--- config.mk ---
export PLATFORM = sky130hd
export DESIGN_NAME = mod_accumulator
export DESIGN_NICKNAME = d
export VERILOG_FILES = /design/src/rtl/mod_accumulator.sv
export SDC_FILE = /design/constraint.sdc
export NUM_CORES = 1
export LEC_CHECK = 0
export BUFFER_PORTS_ARGS = -buffer_cell sky130_fd_sc_hd__buf_4
export CAP_MARGIN = 20
export CORE_MARGIN = 4
export CORE_UTILIZATION = 52
export DETAILED_ROUTE_END_ITERATION = 8
export GPL_TIMING_DRIVEN = 1
export PLACE_DENSITY = 0.78
export SLEW_MARGIN = 20
export SYNTH_ARGS = -nofsm -noshare
export SYNTH_HDL_FRONTEND = slang
export SYNTH_SLANG_ARGS = --single-unit
--- constraint.sdc ---
create_clock -name iClk -period 4.9 [get_ports iClk]
set_clock_uncertainty 0.05 [all_clocks]
set_input_delay 0.98 -clock iClk [delete_from_list [all_inputs] [get_ports iClk]]
set_output_delay 0.98 -clock iClk [all_outputs]
set_load 0.02 [all_outputs]
--- src/rtl/mod_accumulator.sv ---
// Registered modular accumulator: acc <= (acc + iData) reduced once by iMod on each enabled edge.
// Optional registered wrap pulse oWrap is enabled by defining MOD_ACC_WRAP_OUT_EN.
module mod_accumulator #(
  parameter int BITWIDTH = 32
) (
  input  logic                iClk,
  input  logic                iRst,
  input  logic                iEn,
  input  logic                iClr,
  input  logic [BITWIDTH-1:0] iData,
  input  logic [BITWIDTH-1:0] iMod,
`ifdef MOD_ACC_WRAP_OUT_EN
  output logic                oWrap,
`endif
  output logic [BITWIDTH-1:0] oData
);

  // Returns {wrapped, next}; the carry of acc + data takes part in the compare.
  function automatic logic [BITWIDTH:0] mod_step(
    input logic [BITWIDTH-1:0] acc,
    input logic [BITWIDTH-1:0] data,
    input logic [BITWIDTH-1:0] modulus
  );
    logic [BITWIDTH:0] sum;
    logic [BITWIDTH-1:0] diff;
    sum  = {1'b0, acc} + {1'b0, data};
    diff = sum[BITWIDTH-1:0] - modulus;
    if (sum >= {1'b0, modulus}) begin
      mod_step = {1'b1, diff};
    end else begin
      mod_step = {1'b0, sum[BITWIDTH-1:0]};
    end
  endfunction

  logic [BITWIDTH-1:0] acc_q, acc_d;
  logic                wrap_q, wrap_d;
  logic [BITWIDTH:0]   step;

  always_comb begin
    step   = mod_step(acc_q, iData, iMod);
    acc_d  = acc_q;
    wrap_d = 1'b0;
    if (iClr) begin
      acc_d = '0;
    end else if (iEn) begin
      acc_d  = step[BITWIDTH-1:0];
      wrap_d = step[BITWIDTH];
    end
  end

  // Register stage: acc and wrap flag
  always_ff @(posedge iClk) begin
    if (iRst) begin
      acc_q  <= '0;
      wrap_q <= 1'b0;
    end else begin
      acc_q  <= acc_d;
      wrap_q <= wrap_d;
    end
  end

  assign oData = acc_q;

`ifdef MOD_ACC_WRAP_OUT_EN
  assign oWrap = wrap_q;
`else
  logic unused_wrap;
  assign unused_wrap = wrap_q;
`endif

endmodule

[After elaboration in Yosys (flattened, before gate mapping)]
Index checks and enable logic that the tools add are counted.
Word-level totals
  register bits: 32
  input port bits: 68
  output and inout bits: 32
  logic and storage cells: 6
Cells by class
  add/sub/neg operators: 2
  $lt $le $gt $ge: 1
  multiplexer cells: 1
  reductions and logical operators: 1
Operators with widths (number)
  $add A32 B32 Y33: 1
  $ge A33 B32 Y1: 1
  $mux W32: 1
  $sub A32 B32 Y32: 1
  $reduce_or A2 Y1: 1

[Logic depth before layout (Yosys ltp)]
  depth in word-level cells: 3
  depth in mapped cells: 22
  depth with buffers taken out: 19

[Worst setup path after synthesis]
No wires, ideal clock.
  kind: in2reg
  from: in iData[0]
  to: reg acc_q[29] (netlist: oData[29])
  library setup time: 74 ps
  arrival: 5065 ps
  required time: 4776 ps
  slack: -290 ps
  cell stages on the path: 19
  buffers on the path: 1
  cell sequence: ha_1 fa_1 a211oi_2 o211ai_2 a31oi_4 a211oi_1 o211ai_1 nand3_1 xnor2_1 ha_1 and3_4 nand3_2 or4_1 o31ai_1 a221o_2 a211oi_2 buf_6 or3_1 a31oi_1
Between the ends
  longest elaborated chain between the ends: 3
  elaborated cells on any way between the ends: 4
  classes of those cells: add/sub (2); order compare (1); mux (1)
RTL lines
  start: declaration: line 10  | input logic [BITWIDTH-1:0] iData,
  $add A32 B32 Y33 (*): line 26  | sum = {1'b0, acc} + {1'b0, data};
  $sub A32 B32 Y32 / $ge A33 B32 Y1 (equally long branches): line 27, 28
  $mux W32 (*): line 28  | if (sum >= {1'b0, modulus}) begin
  end signal: assignment: line 54  | acc_q <= '0;
  end signal: assignment: line 57  | acc_q <= acc_d;
  end: declaration: line 35  | logic [BITWIDTH-1:0] acc_q, acc_d;
Mark *: on every way between the ends. The rest lies on a longest branch, timed or not.
A chain may end at the register's enable or synchronous reset.

[Worst setup path in the final report]
  from: in iData[0]
  to: reg acc_q[15] (netlist: oData[15])
Same word-level chain as after synthesis.

==> flow_metrics.tcl <==
set metrics [dict create \
    unrepaired_setup_endpoints_after_global_routing "true" \
    grt-busiest-layer "met2" \
    fin_ws_ns -0.392 \
    syn_area_per_cell_um2 7.04 \
    post-place-cells 1045 \
    period_needed_ns 5.29 \
    layout-drive-gt1-share 0.351 \
    worstHoldEndpoint "oData[18]$_SDFFE_PP0P_" \
    std_cell_rows 35 \
    wl_per_cell_um 17.6 \
    layout-area-overhead-vs-synth_pct 50.7 \
    n_antenna_cell 0 \
    violated_checks "negative setup slack" \
    share_of_synthesized_registers_carrying_an_async_set_or_reset 0 \
    first_pass_iters 8 \
    reg2reg_depth 22 \
    pd_cells_nw_per_um2 331 \
    final-hold-violation-count 0 \
    critical_path.reg2reg.endpoint "oData[15]$_SDFFE_PP0P_" \
    layoutNonFillerInstCount 1079 \
    ys_dominant_reg_cell "dfxtp_1" \
    cp_launch_type "input pin" \
    yosysSeqAreaShare 0.128 \
    global_route.usage.met3 0.0553 \
    finalCritPeriodShare 1.08 \
    drt_drc_violations_left 0 \
    holdPathStages 2 \
    nNetsFinal 1083 \
    first_pass_grt_wire_length_um 29600 \
    worstPathArrival_ns 5.40 \
    global_placer_s_final_weighted_congestion 0.924 \
    crit_path_max_fanout 7 \
    drt-vias-per-instance 6.12 \
    worst_path_clk_slew_ns 0.09 \
    total_power_mw 2.50 \
    grt_pass1_vias 6476 \
    initial_utilization 0.537 \
    cellLeakagePower_nw 3.67 \
    gr-total-overflow 0 \
    max_slew_margin 0.571 \
    grt_use_met1 0.369 \
    detailedRoute.firstIterationViolations 517 \
    critical_r2r_launch "oData[0]$_SDFFE_PP0P_" \
    hold_start "oData[18]$_SDFFE_PP0P_" \
    antenna_violating_nets_post_route 0 \
    ys_seq_elements 32 \
    timing_max_transition_violations_final 0 \
    die_w_um 106 \
    clock_insertion_delay_worst_skew_ns 0.31 \
    timing_worst_slew_pin_value_ns 0.644 \
    grt_util_met2 0.556 \
    max_cap_violations 0 \
    placement.io_buffers 99 \
    path_class "input pin to flip-flop" \
    worstPathRequired_ns 5.01 \
    cts_max_path_buffers 2 \
    holdCritPathClass "flip-flop to flip-flop" \
    coreArea_um2 9330 \
    largest_net_degree_at_the_start_of_global_routing 66 \
    detailedPlacementHpwl_um 13200 \
    largest_register_ff_count 32 \
    run_status "finished with violations" \
    clock_sink_count 32 \
    h_tree_levels 2 \
    synth_cells 711 \
    groute.usage.overall 0.315 \
    grt_antenna_before_repair 0 \
    clock.fmax_mhz 189 \
    routed_wl_um 18900 \
    crit_start "iData[0]" \
    clockRootBuffer "clkbuf_8" \
    count_of_flip_flops_with_a_built_in_enable_after_synthesis 0 \
    synth_warnings 0 \
    ys_types 62 \
    dieHeight_um 106 \
    ioPinCount 100 \
    setup_viol 32 \
    peak_supply_drop_uv 183 \
    critical_path.endpoint_type "flip-flop" \
    tritoncts "yes" \
    tritoncts.num_buffers 5 \
    reg2reg_setup_slack_ns -0.01 \
    route.vias.total 6606 \
    postSynthNetCount 845 \
    netlist_area_um2 5010 \
    die_area_um2 11300 \
]
## layout make-up
| cell class | instances | area [um^2] |
|---|---|---|
| fill | 593 | 1780 |
| sequential | 32 | 641 |
| multi-input combinational | 601 | 4430 |
| inverter | 47 | 176 |
| tap | 129 | 161 |
| timing repair buffer | 262 | 2050 |
| clock buffer | 8 | 90.1 |
## power breakdown
part           switching (mW)  internal, mW  total, mW
Combinational            1.02         0.932       1.95
Clock                   0.127         0.115      0.242
Sequential             0.0210         0.283      0.304
Total                    1.17          1.33       2.50
## metal layers
metal / share of wire / up-vias
li1: - / 3077
met1: 0.39 / 3038
met2: 0.49 / 395
met3: 0.078 / 96
met4: 0.039 / 0
met5: 0 / -
## per-stage QoR
step | hold slack (ns) | cell area, um^2 | TNS, ns | utilization | setup slack (ns)
after detailed placement | 0.460 | 6850 | -22.01 | 0.735 | -0.801
after CTS | 0.477 | 7430 | -3.80 | 0.797 | -0.172
after floorplan | 0.514 | 5040 | -3.10 | - | -0.125
after global placement | 0.444 | 6850 | -16.03 | 0.735 | -0.631
after global routing | 0.502 | 7550 | -15.00 | 0.809 | -0.561
final | 0.486 | 7550 | -9.86 | 0.809 | -0.392
## worst max path at each step
stage,endpoint,cells after the start
floorplan,oData[27]$_SDFFE_PP0P_,20
global placement,oData[25]$_SDFFE_PP0P_,21
detailed placement,oData[25]$_SDFFE_PP0P_,21
CTS,oData[27]$_SDFFE_PP0P_,22
global route,oData[15]$_SDFFE_PP0P_,23
finish,oData[15]$_SDFFE_PP0P_,23
## cell usage after synthesis, types with 6 or more instances
cell / number / share of area
mux2i_1: 12 / 0.024
a211oi_1: 14 / 0.021
nor2_1: 61 / 0.046
dfxtp_1: 32 / 0.13
nand3_1: 20 / 0.020
a21o_1: 20 / 0.030
xor2_1: 21 / 0.037
nand4_1: 10 / 0.012
o21ai_0: 68 / 0.068
o211ai_1: 6 / 0.0090
nand2b_1: 10 / 0.012
and3_1: 8 / 0.010
clkbuf_1: 24 / 0.018
a31oi_1: 10 / 0.012
xnor2_1: 25 / 0.044
inv_1: 47 / 0.035
a21oi_1: 99 / 0.099
nor3_1: 19 / 0.019
ha_1: 64 / 0.16
nand2_1: 44 / 0.033
o31ai_1: 6 / 0.0090
o21bai_1: 8 / 0.012
## worst max-delay path, stage by stage
cell and delay [ns]:
buf_6 0.10, ha_4 0.16, fa_2 0.37, a211oi_4 0.31, o211ai_4 0.14, a31oi_4 0.27, a211oi_2 0.12, o211ai_1 0.28
nand3_1 0.20, xnor2_2 0.25, ha_4 0.25, buf_4 0.15, nand2_1 0.16, o21bai_4 0.11, a21oi_4 0.16, o31ai_4 0.09
a221o_2 0.39, a211oi_4 0.18, buf_6 0.18, buf_12 0.14, buf_12 0.13, mux2i_1 0.19, a21oi_1 0.09
## cells by family after synthesis
group | after synthesis | synth area share
AO/OA/AOI/OAI | 274 | 0.340
adder cells (fa/ha/maj) | 66 | 0.168
flip-flops | 32 | 0.128
buffers and inverters | 78 | 0.0632
XOR/XNOR | 46 | 0.0805
multiplexers | 12 | 0.0240
AND/OR/NAND/NOR | 203 | 0.197
## cell usage in the layout, fill, tap and decap left out, drive strengths merged, types with 4 or more instances in the layout
cell / n
a21oi: 100
ha: 64
o211ai: 7
nor3: 19
a21o: 20
clkbuf: 8
and3: 9
nor3b: 4
or2: 5
o21ai: 70
nand2b: 10
inv: 47
nand3: 21
o211a: 4
xor2: 21
nand2: 44
o21a: 5
nand4: 10
or3: 5
nor2b: 4
buf: 262
dfxtp: 32
nor2: 61
a211oi: 16
a31oi: 11
mux2i: 12
o21bai: 8
xnor2: 25
o31ai: 6
## what timing repair did
action	4_1_cts	5_1_grt
buffers inserted	18	9
hold buffers	0	0
cloned	3	0
pin swaps	36	19
gates resized for setup	55	25
endpoints found under the setup margin	32	32
(Power assumes the default switching activity.)
